==> config.mk <==
export PLATFORM = sky130hd
export DESIGN_NAME = ddc_pulse_ctrl
export DESIGN_NICKNAME = d
export VERILOG_FILES = /design/src/rtl/ddc_pulse_ctrl.sv
export SDC_FILE = /design/constraint.sdc
export NUM_CORES = 1
export LEC_CHECK = 0
export CORE_MARGIN = 1
export CORE_UTILIZATION = 48
export DETAILED_ROUTE_END_ITERATION = 12
export GPL_ROUTABILITY_DRIVEN = 0
export GPL_TIMING_DRIVEN = 0
export PLACE_DENSITY = 0.71
export SYNTH_ARGS = -nofsm -noshare
export SYNTH_HDL_FRONTEND = slang
export SYNTH_SLANG_ARGS = --single-unit
export TNS_END_PERCENT = 50
==> constraint.sdc <==
create_clock -name clk -period 5.55 [get_ports clk]
set_clock_uncertainty 0.1 [all_clocks]
set_input_delay 1.11 -clock clk [delete_from_list [all_inputs] [get_ports clk]]
set_output_delay 1.11 -clock clk [all_outputs]
set_load 0.005 [all_outputs]
==> src/rtl/ddc_pulse_ctrl.sv <==
// rtl/ddc_pulse_ctrl.sv - pulse-aligned DDC capture sequencer with 2-entry output FIFO
module ddc_pulse_ctrl #(
    parameter int WIDTH  = 12,
    parameter int DECIM  = 16,
    parameter int SETTLE = 64,
    parameter int CNT_W  = 16
) (
    input  logic             clk,
    input  logic             rst,
    input  logic             trig,
    input  logic [CNT_W-1:0] delay,
    input  logic [CNT_W-1:0] num_samp,
    input  logic [WIDTH-1:0] din_i,
    input  logic [WIDTH-1:0] din_q,
    output logic [WIDTH-1:0] dout_i,
    output logic [WIDTH-1:0] dout_q,
    output logic             dout_valid,
    input  logic             dout_ready,
    output logic             dout_last,
    output logic             busy,
    output logic             done,
    output logic             overflow
);
    localparam int PH_W = $clog2(DECIM);
    localparam int FL_W = $clog2(SETTLE + 1);

    typedef enum logic [2:0] {FLUSH, IDLE, WAIT, CAPTURE, DRAIN} state_t;

    state_t           state;
    logic [FL_W-1:0]  flush_cnt;
    logic [CNT_W-1:0] d_lat;
    logic [CNT_W-1:0] n_lat;
    logic [CNT_W-1:0] wait_cnt;
    logic [CNT_W-1:0] samp_cnt;
    logic [PH_W-1:0]  phase;
    logic [WIDTH-1:0] tail_i;
    logic [WIDTH-1:0] tail_q;
    logic             tail_last;
    logic [1:0]       count;
    logic             push;
    logic             pop;
    logic             push_last;

    assign dout_valid = (count != 2'd0);
    assign pop        = dout_valid & dout_ready;
    assign push       = (state == CAPTURE) && (phase == '0);
    assign push_last  = (samp_cnt == n_lat - CNT_W'(1));

    always_ff @(posedge clk or negedge rst) begin
        if (!rst) begin
            state     <= FLUSH;
            flush_cnt <= '0;
            d_lat     <= '0;
            n_lat     <= '0;
            wait_cnt  <= '0;
            samp_cnt  <= '0;
            phase     <= '0;
            dout_i    <= '0;
            dout_q    <= '0;
            dout_last <= 1'b0;
            tail_i    <= '0;
            tail_q    <= '0;
            tail_last <= 1'b0;
            count     <= 2'd0;
            busy      <= 1'b0;
            done      <= 1'b0;
            overflow  <= 1'b0;
        end else begin
            done <= 1'b0;

            // Head registers drive dout_* directly, so they only move on pop or fill-from-empty.
            case (count)
                2'd0: begin
                    if (push) begin
                        dout_i    <= din_i;
                        dout_q    <= din_q;
                        dout_last <= push_last;
                        count     <= 2'd1;
                    end
                end
                2'd1: begin
                    if (push && pop) begin
                        dout_i    <= din_i;
                        dout_q    <= din_q;
                        dout_last <= push_last;
                    end else if (push) begin
                        tail_i    <= din_i;
                        tail_q    <= din_q;
                        tail_last <= push_last;
                        count     <= 2'd2;
                    end else if (pop) begin
                        dout_last <= 1'b0;
                        count     <= 2'd0;
                    end
                end
                default: begin
                    if (pop) begin
                        dout_i    <= tail_i;
                        dout_q    <= tail_q;
                        dout_last <= tail_last;
                        if (push) begin
                            tail_i    <= din_i;
                            tail_q    <= din_q;
                            tail_last <= push_last;
                        end else begin
                            count <= 2'd1;
                        end
                    end else if (push) begin
                        overflow <= 1'b1;
                    end
                end
            endcase

            case (state)
                FLUSH: begin
                    if (flush_cnt == FL_W'(SETTLE - 1)) state <= IDLE;
                    else flush_cnt <= flush_cnt + FL_W'(1);
                end
                IDLE: begin
                    if (trig) begin
                        d_lat    <= delay;
                        n_lat    <= num_samp;
                        overflow <= 1'b0;
                        wait_cnt <= '0;
                        samp_cnt <= '0;
                        phase    <= '0;
                        if (num_samp == '0) begin
                            done <= 1'b1;
                        end else begin
                            busy  <= 1'b1;
                            state <= (delay == '0) ? CAPTURE : WAIT;
                        end
                    end
                end
                WAIT: begin
                    if (wait_cnt == d_lat - CNT_W'(1)) state <= CAPTURE;
                    else wait_cnt <= wait_cnt + CNT_W'(1);
                end
                CAPTURE: begin
                    phase <= (phase == PH_W'(DECIM - 1)) ? '0 : phase + PH_W'(1);
                    if (push) begin
                        samp_cnt <= samp_cnt + CNT_W'(1);
                        if (push_last) state <= DRAIN;
                    end
                end
                DRAIN: begin
                    // Leave as the last entry pops so done lines up with the empty FIFO.
                    if (count == 2'd0 || (count == 2'd1 && pop)) begin
                        state <= IDLE;
                        busy  <= 1'b0;
                        done  <= 1'b1;
                    end
                end
                default: state <= FLUSH;
            endcase
        end
    end
endmodule
Word-level counts from Yosys, hierarchy flattened
Cells that the tools add are included.
{"block": "totals", "ram_bits": 0, "output_inout_bits": 29, "in_bits": 60, "register_bits": 133, "memories": 0, "rom_bits": 0, "latch_bits": 0, "elab_cells": 140}
{"block": "op_classes", "n_shift": 0, "n_reduce_logical": 27, "addsub": 6, "n_mul": 0, "n_div": 0, "n_bitwise": 3, "mux": 63, "n_eq_ne": 24, "magnitude_cmp": 0}
{"cell": "2-to-1 mux 12 bit", "count": 12}
{"cell": "case mux 12 bit (2 select lines)", "count": 4}
{"cell": "case mux 16 bit (2 select lines)", "count": 2}
{"cell": "2-to-1 mux 16 bit", "count": 3}
{"cell": "adder 16 x 1 -> 16 bit (second input constant)", "count": 2}
{"cell": "equality test 16 bit", "count": 2}
{"cell": "logical NOT 16 bit", "count": 2}
{"cell": "subtractor 16 x 1 -> 16 bit (second input constant)", "count": 2}
{"cell": "inequality test 2 bit (second input constant)", "count": 11}
{"cell": "2-to-1 mux 3 bit", "count": 7}
{"cell": "2-to-1 mux 1 bit", "count": 20}
{"cell": "case mux 3 bit (5 select lines)", "count": 1}
{"cell": "2-to-1 mux 2 bit", "count": 6}
{"cell": "AND reduction 3 bit", "count": 4}
{"cell": "nonzero test 2 bit", "count": 5}
{"cell": "inequality test 3 bit (second input constant)", "count": 3}
{"cell": "2-to-1 mux 4 bit", "count": 2}
{"cell": "case mux 1 bit (2 select lines)", "count": 4}
{"cell": "case mux 4 bit (2 select lines)", "count": 1}
{"cell": "AND reduction 4 bit", "count": 2}
{"cell": "adder 7 x 1 -> 7 bit (second input constant)", "count": 1}
{"cell": "equality test 7 x 6 -> 1 bit (second input constant)", "count": 1}
{"cell": "AND reduction 7 bit", "count": 1}
{"cell": "equality test 3 x 2 -> 1 bit (second input constant)", "count": 2}
{"cell": "other kinds (18)", "count": 23}

Depth between registers and ports, before layout
Gate-level depths: netlist (run 1).
{"block": "depth", "ltp_word": 7, "depth_mapped": 12, "ltp_nobuf": 10}

Least setup slack after synthesis (run 1)
OpenSTA, ideal clock, no wires.
{"block": "synth_timing", "kind": "register to register", "from": "register d_lat[4]", "to": "register wait_cnt[14]", "period_less_slack_ns": 2.815, "path_buffers": 2, "slack_ns": 2.735, "setup_time_ns": 0.078, "stages_incl_launch_ff": 11, "required_ns": 5.372, "arrival_ns": 2.637, "cell_sequence": "dfrtp_1 -> or4_1 -> buf_2 -> or2_0 -> o311ai_1 -> o21ai_1 -> nor4b_4 -> and2_4 -> buf_6 -> or4_1 -> a21oi_1"}
{"block": "synth_via", "elab_chain_len": 4}
{"element": "start: declaration", "line": "31", "rtl": "logic [CNT_W-1:0] d_lat;"}
{"element": "start signal: assignment", "line": "121", "rtl": "d_lat <= delay;"}
{"element": "subtractor 16 x 1 -> 16 bit", "line": "136", "rtl": "if (wait_cnt == d_lat - CNT_W'(1)) state <= CAPTURE;"}
{"element": "equality test 16 bit", "line": "136"}
{"element": "inequality test 2 bit (no line)"}
{"element": "AND reduction 3 bit (no line)"}
{"element": "end signal: assignment", "line": "137", "rtl": "else wait_cnt <= wait_cnt + CNT_W'(1);"}
{"element": "end: declaration", "line": "33", "rtl": "logic [CNT_W-1:0] wait_cnt;"}
Every way passes these cells.
A chain may end at the register's enable or synchronous reset.

Worst setup path after layout (run 1)
{"block": "layout_timing", "from": "register d_lat[0]", "to": "register wait_cnt[3]"}
The elaborated chain is that of the path after synthesis.

==> flow_summary.json, run 1 <==
{
  "die_area_um2": 15100,
  "crit_fanout": 10,
  "dpl.hpwl_mm": 12.1,
  "cts_tree": "done",
  "antenna_found_initial": 0,
  "arrival_ns": 3.32,
  "drv_slew": 0,
  "core_um2": 14100,
  "hold_path.class": "register to register",
  "syn_area_per_cell_um2": 9.29,
  "synthesis.area_um2": 7020,
  "vias": 5921,
  "max_slew_margin": 0.502,
  "synth_area_leader_cell": "dfrtp_1",
  "totalWireLength_mm": 16.9,
  "finalCriticalPeriod_ns": 3.08,
  "p_leak_nw": 3.86,
  "crit_type": "register to register",
  "wl_per_cell_um": 16.0,
  "synth-edff-count": 0,
  "numCtsBuffers": 17,
  "start_kind": "register",
  "rsz0062_at_grt": "no",
  "cts-resized-gates": 0,
  "cts-htree-levels": 4,
  "io_buffers": 88,
  "ctsHoldBuffers": 0,
  "firstDrtPassIters": 5,
  "grt_max_degree": 81,
  "finalCritPeriodShare": 0.555,
  "areaGrowthSynthToFinish_pct": 24.8,
  "synthCells": 756,
  "yosysTopAreaCellShare": 0.474,
  "drtIter0Drc": 452,
  "crit_path_end_kind": "register",
  "drive_above_1_share": 0.0800,
  "pre_cts_slack_ns": 2.15,
  "cts.clk_slew.worst_paths_ns": 0.06,
  "max_cap_violations": 0,
  "status": "finished, final reports clean",
  "max_stage_delay_ns": 0.52,
  "synth.ff_latch_count": 133,
  "cts_setup_buffers": 0,
  "ys_seq_area_frac": 0.474,
  "syn_nets": 823,
  "clock_latency_ns": 0.42,
  "postRouteAntennaNets": 0,
  "die_h_um": 123,
  "crit_chain": "inv_1 -> ha_1 -> or3b_2 -> nor4_2 -> xnor2_1 -> nand4_1 -> nor4b_4 -> and2_4 -> buf_6 -> buf_4 -> o21ai_0 -> a21oi_1",
  "clockRootBuffer": "clkbuf_16",
  "synth-async-reset-ratio": 1.00,
  "num-fill-cells": 1175,
  "timing_hold_violations_final": 0,
  "rows": 43,
  "ir_drop_mv": 0.204,
  "setup_viol": 0,
  "nNetsFinal": 931,
  "required_ns": 5.79,
  "die_x_um": 123,
  "synth.top_cells.by_area": "dfrtp_1, nand2_1, mux2i_1, mux2_2, xnor2_1",
  "vias_per_cell": 5.61,
  "clock.fmax_ghz": 0.325,
  "diodes": 0,
  "start_util": 0.498,
  "drc": 0,
  "timing.hold.ws_ns": 0.381,
  "tightest_slew_ns": 0.747,
  "numClockSinks": 133,
  "slowest_stage": "or3b_2",
  "power_density_nw_per_um2": 252,
  "clock_path_buffers": 2,
  "timing.final.ws_setup_ns": 2.47,
  "grt_pass1_wl_mm": 27.9,
  "fin_util": 0.622,
  "first_global_vias": 5945,
  "overflow": 0,
  "ys.flop_type": "dfrtp_1",
  "num_io_pins": 89,
  "ys_types": 58,
  "grt_use_total": 0.239,
  "ys_warn_count": 0
}
[state kept, by name, summed over array words and instances, names as in the netlist, 2 cells and up]
signal	count
tail_i	12
d_lat	16
phase	4
dout_q	12
state	3
dout_i	12
count	2
samp_cnt	16
wait_cnt	16
n_lat	16
flush_cnt	7
tail_q	12
[kinds of logic (layout without fill, tap and decap cells)]
logic type	count (synthesis)	in the layout	synth area share
compound gates	112	112	0.0967
simple gates	336	336	0.230
xor+xnor	58	58	0.0723
fa+ha+maj	7	7	0.0125
flops	133	133	0.474
buf+inv	54	173	0.0308
mux	56	56	0.0841
[critical path, delay by kind of cell, from the launching register on]
| kind | cells | cell delay [ns] |
|---|---|---|
| simple gates | 5 | 1.50 |
| fa+ha+maj | 1 | 0.19 |
| compound gates | 2 | 0.25 |
| buf+inv | 3 | 0.37 |
| xor+xnor | 1 | 0.17 |
| flops | 1 | 0.43 |
[final timing paths]
check / slack (ns) / cells past startpoint / start / end
max: 2.47 / 12 / d_lat[0] / wait_cnt[3]
max in group asynchronous: 4.05 / 2 / rst / samp_cnt[1]
min: 0.38 / 2 / dout_q[8] / dout_q[8]
max reg2reg: 2.47 / 12 / d_lat[0] / wait_cnt[3]
min in group asynchronous: 0.53 / 1 / rst / d_lat[6]
min reg2reg: 0.38 / 2 / dout_q[8] / dout_q[8]
[routing by layer]
layer	track usage	part of all wire	vias up
met4	0.0709	0.010	0
li1	-	-	2854
met3	0.0733	0.062	17
met5	0	0	-
met2	0.402	0.48	164
met1	0.295	0.45	2886
[cells in the final DEF, fill, tap and decap left out, types with 3 or more instances in the layout]
master	instances
a21oi_1	17
buf_1	4
clkdlybuf4s50_1	87
clkinvlp_4	4
ha_1	7
nor2_1	53
dfrtp_1	133
o22ai_1	3
nor3b_1	3
nand4_1	23
a22o_1	3
and3_1	11
nor4_2	3
clkbuf_16	17
nor4_1	15
nand2_1	154
o211ai_1	6
mux2i_1	32
o31ai_1	4
or3_1	10
a31oi_1	5
inv_1	15
nand3_1	20
xnor2_1	30
mux2_2	24
a21o_1	3
clkbuf_1	31
nand2b_1	7
bufinv_16	3
nor3_1	13
o21ai_1	3
o21ai_0	52
xor2_1	28
or4_1	6
and3b_1	3
nor2b_1	3
[stage by stage]
step / instances / total power (W) / setup TNS (ns) / instance area [um^2]
global placement: 1024 / 0.00107 / -253.88 / 8130
floorplan: 756 / 0.000997 / 0 / 7020
global route: 1055 / 0.00228 / 0 / 8760
detailed placement: 1025 / 0.00107 / 0 / 8160
finish: 1055 / 0.00221 / 0 / 8760
CTS: 1055 / 0.00222 / 0 / 8760
[cells in the mapped netlist, drive strengths merged, types with 5 or more instances]
cell and n:
nand2 154, dfrtp 133, o21ai 55, nor2 53, mux2i 32, clkbuf 31
xnor2 30, xor2 28, mux2 24, nand4 23, nand3 20, a21oi 18
nor4 18, inv 15, nor3 13, and3 11, or3 10, buf 8
ha 7, nand2b 7, o211ai 6, or4 6, a31oi 5
[cell type report]
class	instances	area [um^2]	share of cell area
tap	180	225	0.0257
timing repair buffer	89	910	0.104
clock inverter	11	151	0.0173
sequential	133	3330	0.380
multi-input combinational	569	3480	0.397
buffer	39	160	0.0183
clock buffer	19	453	0.0517
inverter	15	56.3	0.00643
[report_power, final]
group	internal [W]	leakage (nW)	total, W	switching (W)
combinational	0.0000451	1.86	0.0000802	0.0000351
clock	0.000726	0.284	0.00115	0.000429
sequential	0.000971	1.72	0.000972	0.000000510
total	0.00174	3.86	0.00221	0.000464
(Power assumes the default switching activity.)
==> run 2, diff against run 1 <==
clock period = 2.9 ns   (was 5.55 ns; I/O delays follow)
==> run 2 against run 1 <==
Effect of this change: final area grew 2.4%; hold slack worse by 0.38 ns; sequential share of layout area down 0.83 points; clock power increased by 92%; combinational power up 92%; critical path depth decreased by 3; non-clock buffer count increased by 10; clock-buffer cell count unchanged; cell count up 1.0%; flip-flop and latch count unchanged; critical path type unchanged; critical endpoint is now wait_cnt[8]; largest cell class unchanged; largest power group unchanged.
==> flow_summary.json, run 2 (synthesis gave the netlist of run 1 again) <==
{
  "status": "finished, final reports clean",
  "num_io_pins": 89,
  "die_h_um": 123,
  "mostFrequentLayoutCells": "nand2_1, dfrtp_1, clkdlybuf4s50_1",
  "drtIter0Drc": 483,
  "start_kind": "register",
  "tightest_slew_ns": 0.740,
  "ir_drop_mv": 0.392,
  "setup_viol": 0,
  "dp_cells": 1025,
  "finalCritPeriodShare": 0.976,
  "rows": 43,
  "max_cap_violations": 0,
  "required_ns": 3.14,
  "register_area_um2": 3330,
  "antenna_found_initial": 0,
  "clock.fmax_ghz": 0.353,
  "pre_cts_slack_ns": -0.189,
  "dpl.hpwl_mm": 12.1,
  "postRouteAntennaNets": 0,
  "clock_path_buffers": 2,
  "drv_slew": 0,
  "p_int_w": 0.00333,
  "fin_util": 0.636,
  "mostFrequentLayoutCell": "nand2_1",
  "clockRootBuffer": "clkbuf_16",
  "areaGrowthSynthToFinish_pct": 27.7,
  "clock_latency_ns": 0.42,
  "cts_tree": "done",
  "nNetsFinal": 942,
  "grt_use_total": 0.243,
  "num-fill-cells": 1163,
  "timing_hold_violations_final": 0,
  "stdcell_count": 1066,
  "finalCriticalPeriod_ns": 2.83,
  "timing.hold.ws_ns": 0.00249,
  "io_buffers": 88,
  "multi_input_area_um2": 3590,
  "drc": 0,
  "numClockSinks": 133,
  "power.total_w": 0.00423,
  "timing.final.ws_setup_ns": 0.0682,
  "totalWireLength_mm": 17.4,
  "vias_per_cell": 5.63,
  "comb_power_share": 0.036,
  "share_clk_of_total_power": 0.524,
  "max_slew_margin": 0.507,
  "die_x_um": 123,
  "seqPwrFrac": 0.440,
  "switching_power_w": 0.000891,
  "start_util": 0.498,
  "cts.clk_slew.worst_paths_ns": 0.06,
  "first_global_vias": 6022,
  "wl_per_cell_um": 16.3,
  "drive_above_1_share": 0.116,
  "cts-htree-levels": 4,
  "numCtsBuffers": 17,
  "crit_type": "register to register",
  "p_leak_nw": 3.94,
  "diodes": 0,
  "power_density_nw_per_um2": 471,
  "firstDrtPassIters": 5,
  "arrival_ns": 3.07,
  "grt_pass1_wl_mm": 28.4,
  "swShare": 0.211,
  "crit_fanout": 7,
  "vias": 5997,
  "die_area_um2": 15100,
  "grt_max_degree": 81,
  "crit_path_end_kind": "register",
  "rsz0062_at_grt": "yes",
  "overflow": 0,
  "hold_path.class": "input port to async pin",
  "core_um2": 14100
}
[run 2: power by group through the flow]
stage	Sequential (W)	Combinational [W]	Clock, W
2_1_floorplan	0.00189	0.0000138	0
4_1_cts	0.00186	0.000157	0.00224
3_5_place_dp	0.00189	0.000155	0
3_3_place_gp	0.00189	0.000147	0
6_report	0.00186	0.000154	0.00221
5_1_grt	0.00186	0.000169	0.00233
[run 2: worst max-delay path, cell delays in order, from the launching register on]
cell and delay, ns:
dfrtp_2 0.45, or4_4 0.58, nor4_2 0.30, xnor2_1 0.10
or3_1 0.37, a22oi_2 0.27, and2_4 0.24, buf_6 0.13
o21ai_1 0.07, a21oi_1 0.17
[run 2: worst paths after layout]
check                          start           to  slack [ns]  cells past startpoint
max                         d_lat[9]  wait_cnt[8]        0.07                      9
min                              rst     d_lat[6]       0.002                      1
max reg2reg                 d_lat[9]  wait_cnt[8]        0.07                      9
min reg2reg                dout_q[8]    dout_q[8]        0.38                      2
max in group asynchronous        rst  samp_cnt[1]        1.93                      2
min in group clk           dout_q[8]    dout_q[8]        0.38                      2
[run 2: through the flow]
step	setup TNS [ns]	instance area [um^2]
detailed placement	-1.38	8160
global route	-0.370	8970
global placement	-536.87	8130
floorplan	0	7020
CTS	0	8880
finish	0	8970
[run 2: metal layers]
metal / vias up / part of all wire / global-route usage
met5: - / 0 / 0
met4: 0 / 0.011 / 0.0701
met3: 21 / 0.063 / 0.0747
met2: 166 / 0.48 / 0.411
met1: 2932 / 0.44 / 0.299
li1: 2878 / - / -
[run 2: what timing repair did]
action | CTS | global route
buffers inserted | 10 | 1
hold buffers | 0 | 0
gates resized for setup | 11 | 34
pin swaps | 6 | 18
gates cloned | 0 | 2
endpoints found under the setup margin | 14 | 53
[run 2: cell type report]
type | count | area share
multi-input cells | 570 | 0.400
flip-flops and latches | 133 | 0.372
repair buffers | 101 | 0.112
clock buffers | 19 | 0.0505
well taps | 180 | 0.0251
plain buffers | 37 | 0.0180
clock inverters | 11 | 0.0169
inverters | 15 | 0.00628
